## src/rtl/switch_activity_counter.sv

```systemverilog
// Switching-activity monitor: counts transitions on a set of probe nets with
// one saturating counter per net, keeps a saturating grand total of every
// counted toggle, and exposes the per-net counts through a one-cycle read port.
module switch_activity_counter #(
    parameter int NUM_CH = 4,
    parameter int CNT_W  = 16,
    parameter int IDX_W  = 2
) (
    input  logic                     clk,
    input  logic                     reset_L,
    input  logic [NUM_CH-1:0]        probe,
    input  logic                     enable,
    input  logic                     clear,
    input  logic                     rd_req,
    input  logic [IDX_W-1:0]         rd_idx,
    output logic                     rd_valid,
    output logic [CNT_W-1:0]         rd_data,
    output logic [CNT_W+IDX_W-1:0]   total,
    output logic [NUM_CH-1:0]        sat
);

    localparam int TOT_W = CNT_W + IDX_W;
    localparam int PC_W  = $clog2(NUM_CH + 1);

    // Registered state
    logic                primed_q;
    logic                primed_d;
    logic [NUM_CH-1:0]   prev_q;
    logic [NUM_CH-1:0]   prev_d;
    logic [CNT_W-1:0]    cnt_q [NUM_CH];
    logic [CNT_W-1:0]    cnt_d [NUM_CH];
    logic [NUM_CH-1:0]   sat_q;
    logic [NUM_CH-1:0]   sat_d;
    logic [TOT_W-1:0]    total_q;
    logic [TOT_W-1:0]    total_d;
    logic                rd_valid_q;
    logic                rd_valid_d;
    logic [CNT_W-1:0]    rd_data_q;
    logic [CNT_W-1:0]    rd_data_d;

    // Combinational helpers
    logic [NUM_CH-1:0]   toggle;
    logic [NUM_CH-1:0]   counted;
    logic [PC_W-1:0]     toggle_pop;
    logic [TOT_W:0]      total_sum;
    logic [CNT_W-1:0]    rd_sel;

    // A toggle is any difference between the probe and its value one edge ago;
    // only toggles seen while enabled feed the counters and the total.
    assign toggle  = probe ^ prev_q;
    assign counted = toggle & {NUM_CH{enable}};

    // The first edge after reset only captures the probe so that a net that is
    // already high out of reset is not mistaken for a toggle; prev always
    // tracks the probe, even while disabled or clearing.
    always_comb begin
        primed_d = 1'b1;
        prev_d   = probe;
    end

    // Count how many channels toggled (and were enabled) on this edge.
    always_comb begin
        toggle_pop = '0;
        for (int i = 0; i < NUM_CH; i++) begin
            toggle_pop = toggle_pop + PC_W'(counted[i]);
        end
    end

    // Per-channel counters saturate at all-ones and raise a sticky flag when a
    // further toggle arrives; clear wins over any toggle on the same edge.
    always_comb begin
        sat_d = sat_q;
        for (int i = 0; i < NUM_CH; i++) begin
            cnt_d[i] = cnt_q[i];
        end
        if (primed_q) begin
            if (clear) begin
                for (int i = 0; i < NUM_CH; i++) begin
                    cnt_d[i] = '0;
                end
                sat_d = '0;
            end else if (enable) begin
                for (int i = 0; i < NUM_CH; i++) begin
                    if (toggle[i]) begin
                        if (&cnt_q[i]) begin
                            sat_d[i] = 1'b1;
                        end else begin
                            cnt_d[i] = cnt_q[i] + CNT_W'(1);
                        end
                    end
                end
            end
        end
    end

    // Grand total adds every counted toggle, including toggles on channels
    // whose own counter is already pinned, and sticks at all-ones.
    always_comb begin
        total_sum = {1'b0, total_q} + (TOT_W + 1)'(toggle_pop);
        total_d   = total_q;
        if (primed_q) begin
            if (clear) begin
                total_d = '0;
            end else if (total_sum[TOT_W]) begin
                total_d = '1;
            end else begin
                total_d = total_sum[TOT_W-1:0];
            end
        end
    end

    // Select the requested counter; indices past the last channel read as 0.
    always_comb begin
        rd_sel = '0;
        for (int i = 0; i < NUM_CH; i++) begin
            if (rd_idx == IDX_W'(i)) begin
                rd_sel = cnt_q[i];
            end
        end
    end

    // Read port returns the pre-update count one cycle after the request and
    // keeps the last returned value on idle cycles.
    always_comb begin
        rd_valid_d = rd_req;
        rd_data_d  = rd_req ? rd_sel : rd_data_q;
    end

    // State register with asynchronous active-low reset.
    always_ff @(posedge clk or negedge reset_L) begin
        if (!reset_L) begin
            primed_q   <= 1'b0;
            prev_q     <= '0;
            for (int i = 0; i < NUM_CH; i++) begin
                cnt_q[i] <= '0;
            end
            sat_q      <= '0;
            total_q    <= '0;
            rd_valid_q <= 1'b0;
            rd_data_q  <= '0;
        end else begin
            primed_q   <= primed_d;
            prev_q     <= prev_d;
            for (int i = 0; i < NUM_CH; i++) begin
                cnt_q[i] <= cnt_d[i];
            end
            sat_q      <= sat_d;
            total_q    <= total_d;
            rd_valid_q <= rd_valid_d;
            rd_data_q  <= rd_data_d;
        end
    end

    assign rd_valid = rd_valid_q;
    assign rd_data  = rd_data_q;
    assign total    = total_q;
    assign sat      = sat_q;

endmodule

```

## config.mk

```make
export PLATFORM = sky130hd
export DESIGN_NAME = switch_activity_counter
export DESIGN_NICKNAME = d
export VERILOG_FILES = /design/src/rtl/switch_activity_counter.sv
export SDC_FILE = /design/constraint.sdc
export NUM_CORES = 1
export LEC_CHECK = 0
export CORE_MARGIN = 5
export CORE_UTILIZATION = 50
export CTS_CLUSTER_DIAMETER = 200
export DETAILED_ROUTE_END_ITERATION = 8
export GPL_ROUTABILITY_DRIVEN = 0
export HOLD_SLACK_MARGIN = 0.02
export PLACE_DENSITY_LB_ADDON = 0.3
export SYNTH_ARGS = -nofsm -noshare
export SYNTH_HDL_FRONTEND = slang
export SYNTH_SLANG_ARGS = --single-unit
```

## constraint.sdc

```tcl
create_clock -name clk -period 4.2 [get_ports clk]
set_input_delay 0.42 -clock clk [delete_from_list [all_inputs] [get_ports clk]]
set_output_delay 0.42 -clock clk [all_outputs]
set_load 0.03 [all_outputs]
```

==> metrics.md <==
| Metric | Value |
|---|---|
| Post-CTS setup repair buffer count | `0` |
| Starting Density | `0.514` |
| Final Max Tran Viols | `0` |
| Routed WL | `approximately 14 mm` |
| CP startpoint | `probe[0]` |
| WL per Instance | `between 15 and 20 um` |
| Cell variety after synth | `57` |
| CTS Root Cell | `clkbuf_16` |
| Final Net Count | `approximately 630` |
| Flops & latches, synth | `roughly 110` |
| Yosys warns | `0` |
| Post-synth top flop | `dfrtp_1` |
| Final Cycle Share | `0.800` |
| Average size of a mapped cell | `10.2 um2` |
| Dominant cell type by area after synthesis | `dfrtp_1` |
| RR Startpoint | `prev_q[0]$_DFF_PN0_` |
| Final setup viols | `0` |
| DIE HEIGHT | `around 120 um` |
| Hold WS | `0.232 ns` |
| Buf/Inv on CP | `2` |
| GRT Residual Overflow | `0` |
| Least-Margin Pin Slew | `1.01 ns` |
| Worst-path clk slew | `0.07 ns` |
| Async SR Flop Fraction | `1.00` |
| Bufs on Longest Clock Path | `2` |
| Max VDD drop | `~220 uV` |
| Overall power | `roughly 0.0024 W` |
| Cts bufs inserted | `9` |
| Setup tns final | `0 ns` |
| Final min period | `around 3.4 ns` |
| Mapped Cells | `slightly below 600` |
| Starting DRT DRC Count | `around 320` |
| Worst Setup End Kind | `register` |
| Vias in the first global route | `approximately 4800` |
| Most frequent cells in the layout | `108 x dfrtp_1, 61 x nor2_1, 48 x clkdlybuf4s50_1` |
| Setup repair after global routing missed its margin | `no` |
| Final ANT Viol Nets | `0` |
| Detail Placement HPWL | `around 10 mm` |
| Most common cell on crit path | `fa_1` |
| Io pins | `50` |
| Worst slew margin | `0.324` |
| CTS tree | `done` |
| Status | `finished clean` |
| Worst Clk Skew | `0.00743 ns` |
| Core Area | `0.0115 mm2` |
| Data arrival, critical path | `3.64 ns` |
| Dpl ws | `slightly below 0.5 ns` |
| Area Overhead vs Synth | `15.0%` |
| # port buffers | `49` |
| Placed cell areas | `roughly 0.0065 mm2` |
| Syn nets | `about 600` |
| Final WS setup | `~0.84 ns` |
| Antenna diodes | `0` |
| Count of flip-flops with a built-in enable after synthesis | `0` |
| Final instance area | `approximately 0.0068 mm2` |
| Final Hold Viols | `0` |
| Antenna violations before repair | `0` |
| Family with the most delay on the worst path | `adder cells` |
| Row count | `39` |
| CP startpoint kind | `input port` |
| Post-CTS sizing | `0` |
| Max frequency | `roughly 300 MHz` |
| Pin count of the biggest net entering global routing | `80` |
| Cell Area, Synth | `between 0.005 and 0.006 mm2` |
| Commonest non-fill, non-tap cell in the layout | `dfrtp_1` |
| DRT Pass-1 Iters | `5` |
| Max Cap Viol | `0` |
| P per Cell Area | `between 300 and 400 mW/mm2` |
| First-pass GRT wire length | `~24 mm` |
| Synth top area share | `0.459` |
| Critical path's slowest cell | `fa_1` |
| Filler cells | `approximately 900` |
| Top post-synthesis cells by area | `dfrtp_1 46%, mux4_2 6.1%, xnor2_1 4.0%, nor2_1 3.9%, mux2_2 3.1%` |
| DRC Markers | `0` |
| Share of the yosys chip area belonging to registers | `0.459` |
| Die X | `around 120 um` |
| Area of the die | `about 0.014 mm2` |
| Share of layout cells above drive strength 1 | `0.103` |
| # H-tree levels | `3` |
| Clock latency on the worst-skew pair | `~0.35 ns` |
| Clock sink count | `108` |
| Setup CP Type | `in -> reg` |
| Vias/cell | `~6.2` |
| Cells along the critical path | `clkdlybuf4s50_1, xor2_1, nand2_1, fa_1, fa_1, inv_1, fa_1, nand4_1, or2_2, or2_2, a21oi_1, o21bai_1` |
| Leakage | `2.79 nW` |
| Delay of the slowest cell on the worst path | `about 0.52 ns` |
| Total vias in the final route | `~4800` |
| GRT Total Usage | `0.203` |
| CTS Hold Bufs | `0` |
| Req. time, crit path | `around 4.5 ns` |
| CP Max Fanout | `7` |
| Hold WC Path Type | `in -> async` |
worst reg2reg max path: cells and delay by family, from the launching register on:
| family | cells | cell delay (ns) |
|---|---|---|
| fa+ha+maj | 3 | 1.18 |
| simple gates | 4 | 0.97 |
| xor+xnor | 1 | 0.21 |
| buf+inv | 1 | 0.10 |
| compound gates | 2 | 0.27 |
| flops | 1 | 0.38 |
per-layer routing:
metal	vias to the layer above	GRT usage	wire length [um]
met4	0	0.0553	169
li1	2217	-	-
met1	2363	0.286	6240
met2	157	0.324	6710
met5	-	0	0
met3	13	0.0396	855
synth_stat cells, drive strengths merged (2+ instances only):
master and number:
dfrtp 108, nor2 61, nand2 34, xnor2 27
nand3 24, a21oi 23, clkbuf 21, and3 20
o21ai 20, inv 19, nand4 19, mux2 16
mux4 16, xor2 16, nor4 15, a31oi 14
nor3 13, and4 10, buf 10, o2111ai 7
or3 7, nand2b 6, a211oi 5, and2 5
ha 5, or4 5, a21o 4, mux2i 4
o211ai 4, o21a 4, or2 4, a31o 3
fa 3, nand3b 3, o22ai 3, o311ai 3
o31ai 3, a311oi 2, a41o 2, nor3b 2
o21bai 2
registers in the layout (all words and copies together), names as in the netlist:
register / cells
primed_q: 1
rd_data: 16
sat: 4
rd_valid: 1
total: 18
prev_q: 4
cnt_q: 64
metrics by stage:
step / instances / utilization
after global placement: 747 / 0.565
after detailed placement: 747 / 0.565
after CTS: 763 / 0.591
after floorplan: 580 / -
after global routing: 763 / 0.591
final: 763 / 0.591
power breakdown:
group | switching [W] | internal, W | leakage, nW
logic | 0.000193 | 0.000140 | 1.16
registers | 0.0000631 | 0.00109 | 1.48
clock network | 0.000387 | 0.000482 | 0.146
path summary, 6_finish.rpt:
kind	end	cells after the start	slack, ns
worst max-delay path	total[0]$_DFFE_PN0P_	12	0.84
worst min-delay path	rd_data[9]$_DFFE_PN0P_	1	0.23
worst max register to register	total[0]$_DFFE_PN0P_	11	1.02
worst min register to register	sat[1]$_DFFE_PN0P_	2	0.51
max in group asynchronous	cnt_q[21]$_DFFE_PN0P_	2	3.01
min in group clk	sat[1]$_DFFE_PN0P_	2	0.51
cell families (layout without fill, tap and decap cells):
group	after synthesis	count (layout)	share of synthesized area
AO/OA/AOI/OAI	103	103	0.115
flip-flops	108	108	0.459
AND/OR/NAND/NOR	231	231	0.208
adder cells (fa/ha/maj)	8	8	0.0208
other	1	1	0.000636
buffers and inverters	50	90	0.0344
multiplexers	36	36	0.0985
XOR/XNOR	43	43	0.0639
area by class of cell:
| cell class | instances | area (um2) | share of cell area |
|---|---|---|---|
| multi-input cells | 422 | 2990 | 0.441 |
| clock buffers | 11 | 243 | 0.0358 |
| flip-flops and latches | 108 | 2700 | 0.399 |
| repair buffers | 55 | 533 | 0.0786 |
| inverters | 19 | 71.3 | 0.0105 |
| well taps | 143 | 179 | 0.0264 |
| clock inverters | 5 | 60.1 | 0.00886 |
No activity file was read; power rests on OpenSTA's default activity.
